### config.mk
export PLATFORM = sky130hd
export DESIGN_NAME = mcash_ch_req_driver_flat
export DESIGN_NICKNAME = d
export VERILOG_FILES = /design/src/rtl/mcash_ch_req_driver_if.sv /design/src/rtl/mcash_ch_req_driver.sv /design/src/flat_wrapper.sv
export SDC_FILE = /design/constraint.sdc
export NUM_CORES = 1
export LEC_CHECK = 0
export BUFFER_PORTS_ARGS = -buffer_cell sky130_fd_sc_hd__buf_2
export CAP_MARGIN = 20
export CORE_MARGIN = 3
export CORE_UTILIZATION = 40
export CTS_CLUSTER_SIZE = 30
export DETAILED_ROUTE_END_ITERATION = 12
export PLACE_DENSITY = 0.69
export SYNTH_ARGS = -nofsm -noshare
export SYNTH_HDL_FRONTEND = slang
export SYNTH_SLANG_ARGS = --single-unit
### constraint.sdc
create_clock -name clk_i -period 11.2 [get_ports clk_i]
set_clock_uncertainty 0.1 [all_clocks]
set_input_delay 0.56 -clock clk_i [delete_from_list [all_inputs] [get_ports clk_i]]
set_output_delay 0.56 -clock clk_i [all_outputs]
set_load 0.01 [all_outputs]
### src/rtl/mcash_ch_req_driver_if.sv
// Request/return channel between a request driver (master) and an mcash channel port (slave).
interface mcash_ch_req_driver_if #(
    parameter int unsigned ADDR_W = 32,
    parameter int unsigned DATA_W = 64
);
    logic              req_valid;
    logic [ADDR_W-1:0] req_addr;
    logic              req_allowIn;
    logic              rtn_valid;
    logic [DATA_W-1:0] rtn_data;

    modport master (
        output req_valid,
        output req_addr,
        input  req_allowIn,
        input  rtn_valid,
        input  rtn_data
    );

    modport slave (
        input  req_valid,
        input  req_addr,
        output req_allowIn,
        output rtn_valid,
        output rtn_data
    );
endinterface

### src/rtl/mcash_ch_req_driver.sv
// Burst read initiator for one mcash request channel with outstanding-read credit limit.
// Define MCASH_REQ_DRV_RAND_GAP_EN to insert LFSR-driven idle gaps between requests.
module mcash_ch_req_driver #(
    parameter int unsigned ADDR_W          = 32,
    parameter int unsigned DATA_W          = 64,
    parameter int unsigned CNT_W           = 10,
    parameter int unsigned MAX_OUTSTANDING = 16,
    parameter int unsigned ADDR_STRIDE     = 64,
    localparam int unsigned OUT_W          = $clog2(MAX_OUTSTANDING + 1)
) (
    input  logic                         clk_i,
    input  logic                         rst_i,
    input  logic                         start_i,
    input  logic [ADDR_W-1:0]            base_addr_i,
    input  logic [CNT_W-1:0]             num_req_i,
    mcash_ch_req_driver_if.master        bus,
    output logic [OUT_W-1:0]             outstanding_o,
    output logic [CNT_W-1:0]             rtn_cnt_o,
    output logic                         busy_o,
    output logic                         done_o,
    output logic                         err_o
);

    typedef enum logic [1:0] {StIdle, StIssue, StDrain, StDone} state_e;

    localparam logic [OUT_W-1:0]  MaxOut = OUT_W'(MAX_OUTSTANDING);
    localparam logic [ADDR_W-1:0] Stride = ADDR_W'(ADDR_STRIDE);

    state_e            state_q, state_d;
    logic              valid_q, valid_d;
    logic [ADDR_W-1:0] addr_q, addr_d;
    logic [CNT_W-1:0]  remaining_q, remaining_d;
    logic [OUT_W-1:0]  outstanding_q, outstanding_d;
    logic [CNT_W-1:0]  rtn_cnt_q, rtn_cnt_d;
    logic              err_q, err_d;

    logic kickoff, rtn_ok, credit;

    // Return data is consumed by the channel checker elsewhere; only the count matters here.
    logic [DATA_W-1:0] unused_rtn_data;
    assign unused_rtn_data = bus.rtn_data;

`ifdef MCASH_REQ_DRV_RAND_GAP_EN
    logic [15:0] lfsr_q, lfsr_d;
    logic [1:0]  gap_q, gap_d;

    assign lfsr_d = {lfsr_q[14:0], lfsr_q[15] ^ lfsr_q[13] ^ lfsr_q[12] ^ lfsr_q[10]};
`endif

    assign kickoff = valid_q & bus.req_allowIn;
    assign rtn_ok  = bus.rtn_valid & (outstanding_q != '0);

    always_comb begin
        outstanding_d = outstanding_q;
        unique case ({kickoff, rtn_ok})
            2'b10:   outstanding_d = outstanding_q + OUT_W'(1);
            2'b01:   outstanding_d = outstanding_q - OUT_W'(1);
            default: outstanding_d = outstanding_q;
        endcase
    end

    // Credit looks at next-cycle occupancy so a valid raised now never exceeds the cap.
    assign credit = (outstanding_d < MaxOut);

    always_comb begin
        state_d     = state_q;
        valid_d     = valid_q;
        addr_d      = addr_q;
        remaining_d = remaining_q;
        err_d       = err_q | (bus.rtn_valid & (outstanding_q == '0));
        rtn_cnt_d   = rtn_cnt_q;
        if (rtn_ok && (rtn_cnt_q != '1)) begin
            rtn_cnt_d = rtn_cnt_q + CNT_W'(1);
        end
`ifdef MCASH_REQ_DRV_RAND_GAP_EN
        gap_d = gap_q;
`endif

        unique case (state_q)
            StIdle: begin
                if (start_i) begin
                    rtn_cnt_d   = '0;
                    addr_d      = base_addr_i;
                    remaining_d = num_req_i;
`ifdef MCASH_REQ_DRV_RAND_GAP_EN
                    gap_d = '0;
`endif
                    if (num_req_i != '0) begin
                        state_d = StIssue;
                        valid_d = credit;
                    end else begin
                        state_d = StDone;
                    end
                end
            end
            StIssue: begin
                if (kickoff) begin
                    addr_d      = addr_q + Stride;
                    remaining_d = remaining_q - CNT_W'(1);
                    if (remaining_q == CNT_W'(1)) begin
                        state_d = StDrain;
                        valid_d = 1'b0;
                    end else begin
`ifdef MCASH_REQ_DRV_RAND_GAP_EN
                        gap_d   = lfsr_q[1:0];
                        valid_d = (lfsr_q[1:0] == 2'd0) & credit;
`else
                        valid_d = credit;
`endif
                    end
                end else if (!valid_q) begin
`ifdef MCASH_REQ_DRV_RAND_GAP_EN
                    if (gap_q != 2'd0) begin
                        gap_d   = gap_q - 2'd1;
                        valid_d = (gap_q == 2'd1) & credit;
                    end else begin
                        valid_d = credit;
                    end
`else
                    valid_d = credit;
`endif
                end
            end
            StDrain: begin
                if (outstanding_d == '0) begin
                    state_d = StDone;
                end
            end
            StDone: begin
                state_d = StIdle;
            end
            default: state_d = StIdle;
        endcase
    end

    always_ff @(posedge clk_i or posedge rst_i) begin
        if (rst_i) begin
            state_q       <= StIdle;
            valid_q       <= 1'b0;
            addr_q        <= '0;
            remaining_q   <= '0;
            outstanding_q <= '0;
            rtn_cnt_q     <= '0;
            err_q         <= 1'b0;
        end else begin
            state_q       <= state_d;
            valid_q       <= valid_d;
            addr_q        <= addr_d;
            remaining_q   <= remaining_d;
            outstanding_q <= outstanding_d;
            rtn_cnt_q     <= rtn_cnt_d;
            err_q         <= err_d;
        end
    end

`ifdef MCASH_REQ_DRV_RAND_GAP_EN
    always_ff @(posedge clk_i or posedge rst_i) begin
        if (rst_i) begin
            lfsr_q <= 16'hACE1;
            gap_q  <= '0;
        end else begin
            lfsr_q <= lfsr_d;
            gap_q  <= gap_d;
        end
    end
`endif

    assign bus.req_valid = valid_q;
    assign bus.req_addr  = addr_q;
    assign outstanding_o = outstanding_q;
    assign rtn_cnt_o     = rtn_cnt_q;
    assign busy_o        = (state_q != StIdle);
    assign done_o        = (state_q == StDone);
    assign err_o         = err_q;

endmodule

### src/flat_wrapper.sv
// flat-port wrapper written by rule: the top's interface ports become plain ports
module mcash_ch_req_driver_flat 
#(
    parameter int unsigned ADDR_W          = 32,
    parameter int unsigned DATA_W          = 64,
    parameter int unsigned CNT_W           = 10,
    parameter int unsigned MAX_OUTSTANDING = 16,
    parameter int unsigned ADDR_STRIDE     = 64,
    localparam int unsigned OUT_W          = $clog2(MAX_OUTSTANDING + 1)
)
  (clk_i, rst_i, start_i, base_addr_i, num_req_i, outstanding_o, rtn_cnt_o, busy_o, done_o, err_o, bus_req_valid, bus_req_addr, bus_req_allowIn, bus_rtn_valid, bus_rtn_data);
  mcash_ch_req_driver_if #(.ADDR_W(ADDR_W), .DATA_W(DATA_W)) bus_i ();
  input  logic clk_i;
  input  logic rst_i;
  input  logic start_i;
  input  logic [ADDR_W-1:0] base_addr_i;
  input  logic [CNT_W-1:0] num_req_i;
  output logic [OUT_W-1:0] outstanding_o;
  output logic [CNT_W-1:0] rtn_cnt_o;
  output logic busy_o;
  output logic done_o;
  output logic err_o;
  output wire logic [$bits(bus_i.req_valid)-1:0] bus_req_valid;
  output wire logic [$bits(bus_i.req_addr)-1:0] bus_req_addr;
  input wire logic [$bits(bus_i.req_allowIn)-1:0] bus_req_allowIn;
  input wire logic [$bits(bus_i.rtn_valid)-1:0] bus_rtn_valid;
  input wire logic [$bits(bus_i.rtn_data)-1:0] bus_rtn_data;
  assign bus_req_valid = bus_i.req_valid;
  assign bus_req_addr = bus_i.req_addr;
  assign bus_i.req_allowIn = bus_req_allowIn;
  assign bus_i.rtn_valid = bus_rtn_valid;
  assign bus_i.rtn_data = bus_rtn_data;
  mcash_ch_req_driver #(.ADDR_W(ADDR_W), .DATA_W(DATA_W), .CNT_W(CNT_W), .MAX_OUTSTANDING(MAX_OUTSTANDING), .ADDR_STRIDE(ADDR_STRIDE)) u_core (.clk_i(clk_i), .rst_i(rst_i), .start_i(start_i), .base_addr_i(base_addr_i), .num_req_i(num_req_i), .bus(bus_i), .outstanding_o(outstanding_o), .rtn_cnt_o(rtn_cnt_o), .busy_o(busy_o), .done_o(done_o), .err_o(err_o));
endmodule
After elaboration in Yosys (flattened, before gate mapping)
Index checks and enable logic that the tools add are counted.

storage, ports and cells
  input bits = 111
  bits in writable memories = 0
  memories kept = 0
  ROM bits = 0
  latch bits = 0
  output and inout bits = 51
  logic and storage cells = 62
  register bits = 61

cells by class
  div/mod/pow operators = 0
  $lt $le $gt $ge = 1
  bitwise operators = 4
  eq/ne operators = 12
  multiply operators = 0
  add/subtract/negate cells = 5
  mux-type cells = 22
  shift operators = 0
  reduce and logical (&&, ||, !) cells = 11

operators with widths
  cell                                                                     number
  32-bit two-way mux                                                       2
  32-bit one-hot mux with 2 select lines                                   1
  10-bit two-way mux                                                       5
  32-bit by 7-bit adder with 32-bit output, second input constant          1
  10-bit one-hot mux with 2 select lines                                   1
  10-bit by 1-bit adder with 10-bit output, second input constant          1
  10-bit by 1-bit equality test with 1-bit output, second input constant   1
  5-bit zero test                                                          2
  2-bit two-way mux                                                        5
  10-bit inequality test, second input constant                            1
  5-bit one-hot mux with 2 select lines                                    1
  10-bit nonzero test                                                      1
  10-bit by 1-bit subtractor with 10-bit output, second input constant     1
  2-bit by 1-bit inequality test with 1-bit output, second input constant  4
  2-bit one-hot mux with 4 select lines                                    1
  2-bit equality test, second input constant                               3
  3-bit AND reduction                                                      2
  5-bit by 1-bit adder with 5-bit output, second input constant            1
  5-bit less-than comparator, second input constant                        1
  1-bit two-way mux                                                        5
  5-bit nonzero test                                                       1
  5-bit by 1-bit subtractor with 5-bit output, second input constant       1
  2-bit by 1-bit equality test with 1-bit output, second input constant    2
  4-bit AND reduction                                                      1
  7 further kinds                                                          10

Longest topological paths before layout
Gate-level depths: netlist of run 1.

  word-level depth = 8
  gate-level depth with buffers = 14
  mapped depth without buffers = 12

Least setup slack after synthesis of run 1
No wires, ideal clock.

  path type = reg2reg
  start = reg u_core.outstanding_q[1], in the netlist u_core.outstanding_o[1]
  end = reg u_core.state_q[1]
  clock period less this slack = 3.715 ns
  setup slack = 7.485 ns
  library setup time = 0.128 ns
  arrival time = 3.487 ns
  buffers on the path = 2
  cell stages (with the launch flop) = 15
  required time = 10.972 ns
  cells stage by stage = dfrtp_1 -> buf_2 -> or4_2 -> o21ai_2 -> inv_1 -> ha_1 -> clkbuf_2 -> xor2_1 -> ha_1 -> nor4_1 -> mux2_4 -> a221o_1 -> a2111oi_4 -> mux2i_1 -> nand3_1

between the ends
  cells in the longest elaborated chain, start to end = 7
  elaborated cells on any way between the ends = 10
  classes of those cells = add/sub (2); eq/ne (3); mux (1); bitwise (1); reduce/logical (3)

ends and longest elaborated chain
  what                                                                                                 line                        source
  start: declaration                                                                                   mcash_ch_req_driver.sv:33   logic [OUT_W-1:0] outstanding_q, outstanding_d;
  start signal: assignment                                                                             mcash_ch_req_driver.sv:150  outstanding_q <= outstanding_d;
  parallel branches: the longest is 3 deep, another holds 5-bit by 1-bit subtractor with 5-bit output  --
  5-bit one-hot mux with 2 select lines (*)                                                            mcash_ch_req_driver.sv:55   unique case ({kickoff, rtn_ok})
  5-bit zero test (*)                                                                                  mcash_ch_req_driver.sv:125  if (outstanding_d == '0) begin
  2-bit by 1-bit inequality test with 1-bit output (no source line) (*)                                --
  4-bit AND reduction (no source line) (*)                                                             --
  end signal: assignment                                                                               mcash_ch_req_driver.sv:138  state_q <= StIdle;
  end signal: assignment                                                                               mcash_ch_req_driver.sv:146  state_q <= state_d;
  end: declaration                                                                                     mcash_ch_req_driver.sv:29   state_e state_q, state_d;

Mark *: on every way between the ends.
A chain may end at the register's enable or synchronous reset.

Final worst setup path of run 1
  start = reg u_core.outstanding_q[2], in the netlist u_core.outstanding_o[2]
  end = reg u_core.state_q[1]

The elaborated chain is that of the path after synthesis.

==> key figures, run 1 <==
Timing
  • Max Clock Freq: roughly 260 MHz
  • Count of final hold-check violations: 0
  • Setup WS post-layout: 7.29 ns
  • Worst-Margin Slew: approximately 0.80 ns
  • Max Transition Viols Final: 0
  • Max-slew headroom: between 40% and 50%
  • Post-route minimum period: between 3 and 4 ns
  • Setup TNS: 0 ns
  • Final period util: 34.9%
  • RSZ-0062 raised after global routing: false
  • # setup viols final: 0

Route
  • 1st-iter DRT viols: about 220
  • Final wirelength: around 9400 µm
  • Vias per cell: roughly 5.6
  • DRC Markers: 0
  • WL per Instance: approximately 15 µm
  • Initial DRT Pass Iterations: 4
  • Remaining antenna violation count: 0
  • Via count: 3511

Worst setup path
  • Worst-path fanout max: 10
  • Bufs and invs on worst path: 1
  • FF-to-FF setup slack: 7.29 ns
  • CP cell instances: or4_2 -> o21ai_2 -> inv_1 -> ha_1 -> xor2_1 -> ha_1 -> a21boi_0 -> o21ai_0 -> a221o_1 -> a2111oi_4 -> mux2i_1 -> nand3_1
  • Crit Path Category: reg -> reg
  • CP arrival: slightly above 4 ns
  • Setup crit end: u_core.state_q[1]$_DFFE_PP0P_
  • Startpoint type of the worst setup path: flop
  • Largest delay share family, worst path: compound AO/OA/AOI/OAI gates
  • CP max-delay cell: or4_2
  • R2R Path End: u_core.state_q[1]$_DFFE_PP0P_
  • FF-to-FF path depth: 12
  • CP endpoint kind: flop
  • Reg2reg start: u_core.outstanding_o[2]$_DFF_PP0_
  • Worst Setup SP: u_core.outstanding_o[2]$_DFF_PP0_
  • Cell repeated most along the worst path: ha_1
  • Levels on crit path: 12
  • Max incr delay on CP: ~0.74 ns
  • Req. time, crit path: 11.32 ns

Logic synthesis
  • Post-synth EDFFs: 0
  • Sequential fraction of the synthesis area: between 40% and 50%
  • Most used DFF post-synth: dfrtp_1
  • Number of synthesized register bits: 61
  • Cell count after synthesis: ~420
  • Count of cell types in the netlist: 50
  • Area leader, netlist: dfrtp_1
  • Post-synthesis async set-or-reset flop share: 100%
  • Top cell type's share of synthesized area: between 40% and 50%
  • Synthesized area: 3700 µm²
  • Syn_nets: about 550
  • Syn Area/Cell: 8.76 µm²
  • Synth top area cells: dfrtp_1 (41%), a21oi_1 (6.9%), nand3_1 (4.7%), o22ai_1 (4.4%), ha_1 (4.1%)
  • YS warnings: 0

Clock tree
  • # hold bufs at CTS: 0
  • Postcts setup bufs: 0
  • Post_cts resized: 0
  • Clock root buffer: clkbuf_8
  • Clock Tree Buf Depth: 2
  • Inserted Clock Buffers: 9
  • CTS HTree Levels: 3
  • Worst-path clk slew: approximately 0.07 ns
  • Clock Latency Late Sink: approximately 0.34 ns
  • CTS tree: built
  • Sink Count: 61

Final layout
  • Multi-input combinational cell area: 2040 µm²
  • FILL cells: about 890
  • Share of post-route cells with drive strength above 1: a little over a quarter
  • N_diodes: 0
  • Layout Nets: 637
  • Most frequent cells in the layout: buf_2 (97), dfrtp_1 (61), a21oi_1 (50)
  • Layout area overhead: 21.0%
  • Commonest non-fill, non-tap cell in the layout: buf_2
  • Storage cell area: about 1500 µm²

Global routing
  • Aggregate global-route resource usage: between 10% and 20%
  • Vias in the first global route: approximately 3300
  • Largest net degree at the start of global routing: between 60 and 70
  • First-pass GRT wire length: roughly 16000 µm
  • Congestion Overflow GR: 0
  • Antenna violations before repair: 0

Power and ir drop
  • Leak: between 2 and 2.5 nW
  • VDD IR-drop max: 0.124 mV
  • Pwr Density: 296 nW/µm²

Die
  • Row cnt: 34
  • Starting density of the core: 41.8%
  • CORE AREA: about 8800 µm²
  • Horiz. Die Dim: just over 100 µm
  • Die Y: 102 µm
  • Die ar.: about 10000 µm²
  • I/O pin total: about 160

Job
  • MaxCap Viol Count: 0

Min path
  • Worst min-delay path class: in -> async

Placement
  • Pre-CTS setup slack: 7.28 ns
  • # port buffers: 97
  • Routability cong.: between 0.8 and 0.9
  • Hpwl dp: 6730 µm

Status
  • Status: complete, no violations
-- routing by layer --
| layer | up-vias | GRT usage, % | share of wire, % |
|---|---|---|---|
| li1 | 1734 | - | - |
| met2 | 70 | 31.5 | 50 |
| met1 | 1697 | 24.0 | 45 |
| met4 | 0 | 6.46 | 1.4 |
| met3 | 10 | 3.41 | 3.9 |
| met5 | - | 0 | 0 |
-- per-stage QoR --
step / cell area [µm²] / total power, W / utilization, % / hold slack [ns] / cells
CTS: 4480 / 0.00134 / 50.6 / 0.329 / 627
floorplan: 3700 / 0.000922 / - / 0.393 / 422
detailed placement: 4280 / 0.00114 / 48.4 / 0.353 / 611
global placement: 4280 / 0.00111 / 48.4 / 0.336 / 611
finish: 4480 / 0.00132 / 50.6 / 0.328 / 627
global route: 4480 / 0.00145 / 50.6 / 0.337 / 627
-- cells in the mapped netlist, types with 2 or more instances --
master,count
nand2b_1,6
inv_1,17
buf_2,2
nor2b_1,2
a21boi_0,2
nor2_1,23
mux2_2,8
nor3b_1,2
xor2_1,9
and2_1,2
o21ai_2,2
or2_2,2
xnor2_1,4
o22ai_1,26
mux2i_1,11
clkbuf_1,15
buf_1,2
ha_1,12
nor3_1,11
nand4b_1,2
a21oi_1,51
nand2_1,36
and4_1,4
o21ai_0,30
nor4_1,8
a31o_2,2
and3_1,8
dfrtp_1,61
nand4_1,4
or3_1,2
nand3_1,35
a21o_1,3
-- registers in the layout, indices dropped and copies added (netlist names) --
register	flops
u_core.outstanding_o	5
u_core.bus.req_valid	1
u_core.bus.req_addr	32
u_core.remaining_q	10
u_core.err_o	1
u_core.rtn_cnt_o	10
u_core.state_q	2
-- where the power goes --
part	leakage [nW]	switching, W	internal, W
Sequential	0.727	0.000130	0.000326
Clock	0.0964	0.0000875	0.000108
Combinational	1.20	0.000390	0.000283
-- cell type report --
cell class                      instances  share of cell area (%)
Timing Repair Buffer                  101                    11.5
Clock buffer                           12                    3.24
Sequential cell                        61                    34.1
Clock inverter                          4                    1.06
Inverter                               17                    1.43
Tap cell                              108                    3.02
Multi-Input combinational cell        324                    45.6
-- worst reg2reg max path: stages (launching register included) --
cell and delay (ns):
dfrtp_1 0.48, or4_2 0.74, o21ai_2 0.19, inv_1 0.08
ha_1 0.33, xor2_1 0.22, ha_1 0.23, a21boi_0 0.18
o21ai_0 0.13, a221o_1 0.40, a2111oi_4 0.41, mux2i_1 0.23
nand3_1 0.08
-- worst min-delay path by stage --
| stage | endpoint | slack (ns) | start | cells past startpoint |
|---|---|---|---|---|
| 2_1_floorplan | u_core.err_o$_DFF_PP0_ | 0.39 | u_core.err_o$_DFF_PP0_ | 1 |
| 3_3_place_gp | u_core.err_o$_DFF_PP0_ | 0.34 | u_core.err_o$_DFF_PP0_ | 1 |
| 3_5_place_dp | u_core.err_o$_DFF_PP0_ | 0.35 | u_core.err_o$_DFF_PP0_ | 1 |
| 4_1_cts | u_core.bus.req_addr[2]$_DFFE_PP0P_ | 0.33 | base_addr_i[2] | 2 |
| 5_1_grt | u_core.bus.req_addr[2]$_DFFE_PP0P_ | 0.34 | base_addr_i[2] | 2 |
| 6_report | u_core.bus.req_addr[17]$_DFFE_PP0P_ | 0.33 | rst_i | 3 |
-- logic make-up (layout without fill, tap and decap cells) --
| group | Yosys count | in the layout | share of synthesized area (%) |
|---|---|---|---|
| compound gates | 125 | 125 | 20.3 |
| xor+xnor | 13 | 13 | 3.08 |
| fa+ha+maj | 12 | 12 | 4.06 |
| buf+inv | 37 | 134 | 3.86 |
| flops | 61 | 61 | 41.3 |
| mux | 20 | 20 | 5.82 |
| simple gates | 154 | 154 | 21.6 |
No activity file was read; power rests on OpenSTA's default activity.
==> inputs of run 2 (changes only) <==
--- a/config.mk
+++ b/config.mk
@@ -11,7 +11,7 @@
 export CORE_UTILIZATION = 40
 export CTS_CLUSTER_SIZE = 30
 export DETAILED_ROUTE_END_ITERATION = 12
-export PLACE_DENSITY = 0.69
+export PLACE_DENSITY = 0.72
 export SYNTH_ARGS = -nofsm -noshare
 export SYNTH_HDL_FRONTEND = slang
 export SYNTH_SLANG_ARGS = --single-unit
==> constraint.sdc (replaced) <==
create_clock -name clk_i -period 3.2 [get_ports clk_i]
set_clock_uncertainty 0.1 [all_clocks]
set_input_delay 0.16 -clock clk_i [delete_from_list [all_inputs] [get_ports clk_i]]
set_output_delay 0.16 -clock clk_i [all_outputs]
set_load 0.01 [all_outputs]
==> key figures, run 2 (same netlist as run 1, synthesis figures left out) <==
Min path
  • Worst min-delay path class: in -> reg
  • Worst Hold Launch: base_addr_i[17]
  • Worst Hold Depth: 3
  • Hold Crit Endpoint: u_core.bus.req_addr[17]$_DFFE_PP0P_

Timing
  • Final period util: 101%
  • RSZ-0062 raised after global routing: true
  • Max Clock Freq: ~310 MHz
  • Max-slew headroom: a little under three fifths
  • Setup WS post-layout: -0.0462 ns
  • # setup viols final: 1
  • Post-route minimum period: approximately 3.2 ns
  • Hold WS: 0.00935 ns
  • Worst-Margin Slew: around 0.65 ns
  • Max Transition Viols Final: 0
  • Count of final hold-check violations: 0

Worst setup path
  • Reg2reg start: u_core.outstanding_o[1]$_DFF_PP0_
  • Max incr delay on CP: 0.56 ns
  • Startpoint type of the worst setup path: flop
  • CP cell instances: or4_4 -> o21ai_4 -> inv_2 -> ha_4 -> xor2_1 -> ha_2 -> nor4_2 -> mux2_4 -> a221o_1 -> a2111oi_4 -> mux2i_1 -> nand3_1
  • CP max-delay cell: or4_4
  • CP arrival: between 3 and 4 ns
  • Crit Path Category: reg -> reg
  • Worst-path fanout max: 3
  • FF-to-FF setup slack: -0.05 ns
  • FF-to-FF path depth: 12
  • Req. time, crit path: approximately 3.3 ns
  • R2R Path End: u_core.state_q[1]$_DFFE_PP0P_
  • CP endpoint kind: flop

Placement
  • Routability cong.: between 0.8 and 0.9
  • # port buffers: 97
  • DP Area: 4420 µm²
  • Hpwl dp: around 6700 µm

Die
  • CORE AREA: between 8000 and 9000 µm²
  • Starting density of the core: 41.8%
  • Die Y: between 100 and 150 µm
  • Horiz. Die Dim: 102 µm
  • Die ar.: 10400 µm²
  • I/O pin total: between 150 and 200
  • Row cnt: 34

Route
  • Final wirelength: between 10000 and 15000 µm
  • Initial DRT Pass Iterations: 4
  • Via count: 3724
  • WL per Instance: between 15 and 20 µm
  • Remaining antenna violation count: 0
  • DRC Markers: 0
  • Vias per cell: approximately 5.6
  • 1st-iter DRT viols: around 180

Final layout
  • FILL cells: slightly above 800
  • Max reg flops: 32
  • Layout Nets: approximately 680
  • Commonest non-fill, non-tap cell in the layout: buf_2
  • Layout area overhead: 32.8%
  • Cell area after layout: approximately 4900 µm²
  • Share of post-route cells with drive strength above 1: about 31%
  • Most frequent cells in the layout: buf_2 (97), dfrtp_1 (60), a21oi_1 (50)
  • N_diodes: 0

Global routing
  • Congestion Overflow GR: 0
  • Vias in the first global route: 3497
  • M3 GR Usage: ~5.4%
  • M1 GR Usage: approximately 23%
  • First-pass GRT wire length: around 16000 µm
  • Met2 Resource Use GR: between 30% and 40%
  • GRT Max-Usage Layer: met2
  • Aggregate global-route resource usage: between 10% and 20%
  • Largest net degree at the start of global routing: 64
  • Antenna violations before repair: 0

Power and ir drop
  • Leak: about 2.2 nW
  • VDD IR-drop max: about 0.45 mV
  • Pwr Density: about 990 nW/µm²

Clock tree
  • Worst-path clk slew: 0.07 ns
  • Clock root buffer: clkbuf_8
  • Clock Tree Buf Depth: 2
  • Clock Latency Late Sink: roughly 0.33 ns
  • CTS HTree Levels: 3
  • Inserted Clock Buffers: 9
  • CTS tree: built
  • Sink Count: 61

Job
  • MaxCap Viol Count: 0

Status
  • Status: finished, violations left
  • Failing checks: negative setup slack
[run 2: cell types whose count changed in the layout (fill, tap and decap cells not counted), sizes merged]
cell,previous run,this run
clkinv,2,1
bufinv,1,0
clkbuf,12,11
clkinvlp,1,4
dlygate4sd3,0,20
buf,101,123
[run 2: final cells by class]
class                   instances  area [µm²]  area share, %
repair buffers                143         893           18.2
inverters                      17        63.8           1.30
clock inverters                 5        35.0          0.714
flip-flops and latches         61        1530           31.1
clock buffers                  11         151           3.08
well taps                     108         135           2.75
multi-input cells             324        2100           42.8
[run 2: critical path, delay by kind of cell (launching register included)]
family	cells	cell delay, ns
AOI/OAI and AO/OA	3	0.88
xor gates and xnor gates	1	0.15
adders and majority gates	2	0.39
buffers and inverters	1	0.07
DFF	1	0.38
muxes	2	0.47
and+or+nand+nor	3	0.68
[run 2: what timing repair did]
action | in CTS | in global routing
endpoints found under the setup margin | 3 | 3
endpoints found under the hold margin | 48 | 0
gates resized for setup | 6 | 5
hold buffers | 20 | 0
setup buffers | 7 | 1
pin swaps | 9 | 4
[run 2: power breakdown]
part	switching (W)	internal [W]	total, W
Sequential	0.000421	0.00114	0.00156
Combinational	0.00148	0.00117	0.00265
Clock	0.000320	0.000322	0.000642
Total	0.00222	0.00263	0.00485
[run 2: worst max-delay path by stage]
stage | start | end | slack, ns | depth (start not counted)
final | u_core.outstanding_o[1]$_DFF_PP0_ | u_core.state_q[1]$_DFFE_PP0P_ | -0.05 | 12
after global routing | u_core.outstanding_o[1]$_DFF_PP0_ | u_core.state_q[1]$_DFFE_PP0P_ | -0.17 | 12
after CTS | u_core.outstanding_o[1]$_DFF_PP0_ | u_core.state_q[1]$_DFFE_PP0P_ | -0.09 | 12
after detailed placement | u_core.outstanding_o[2]$_DFF_PP0_ | u_core.state_q[1]$_DFFE_PP0P_ | -0.13 | 12
after global placement | u_core.outstanding_o[2]$_DFF_PP0_ | u_core.state_q[1]$_DFFE_PP0P_ | -0.06 | 12
after floorplan | u_core.outstanding_o[2]$_DFF_PP0_ | u_core.state_q[1]$_DFFE_PP0P_ | -0.22 | 13
[run 2: per-stage QoR]
stage	power [W]	worst slack, ns	std cells	setup TNS (ns)	util, %
after floorplan	0.00326	-0.217	422	-0.427	-
after global placement	0.00402	-0.0640	625	-0.0975	49.9
after detailed placement	0.00412	-0.128	625	-0.260	49.9
after CTS	0.00483	-0.0928	668	-0.133	55.1
after global routing	0.00528	-0.167	669	-0.298	55.5
final	0.00485	-0.0462	669	-0.0462	55.5
[run 2: layer usage]
metal | vias to the layer above | routed length (µm)
met3 | 8 | 560
met2 | 96 | 5070
li1 | 1820 | -
met5 | - | 0
met4 | 0 | 123
met1 | 1800 | 4290
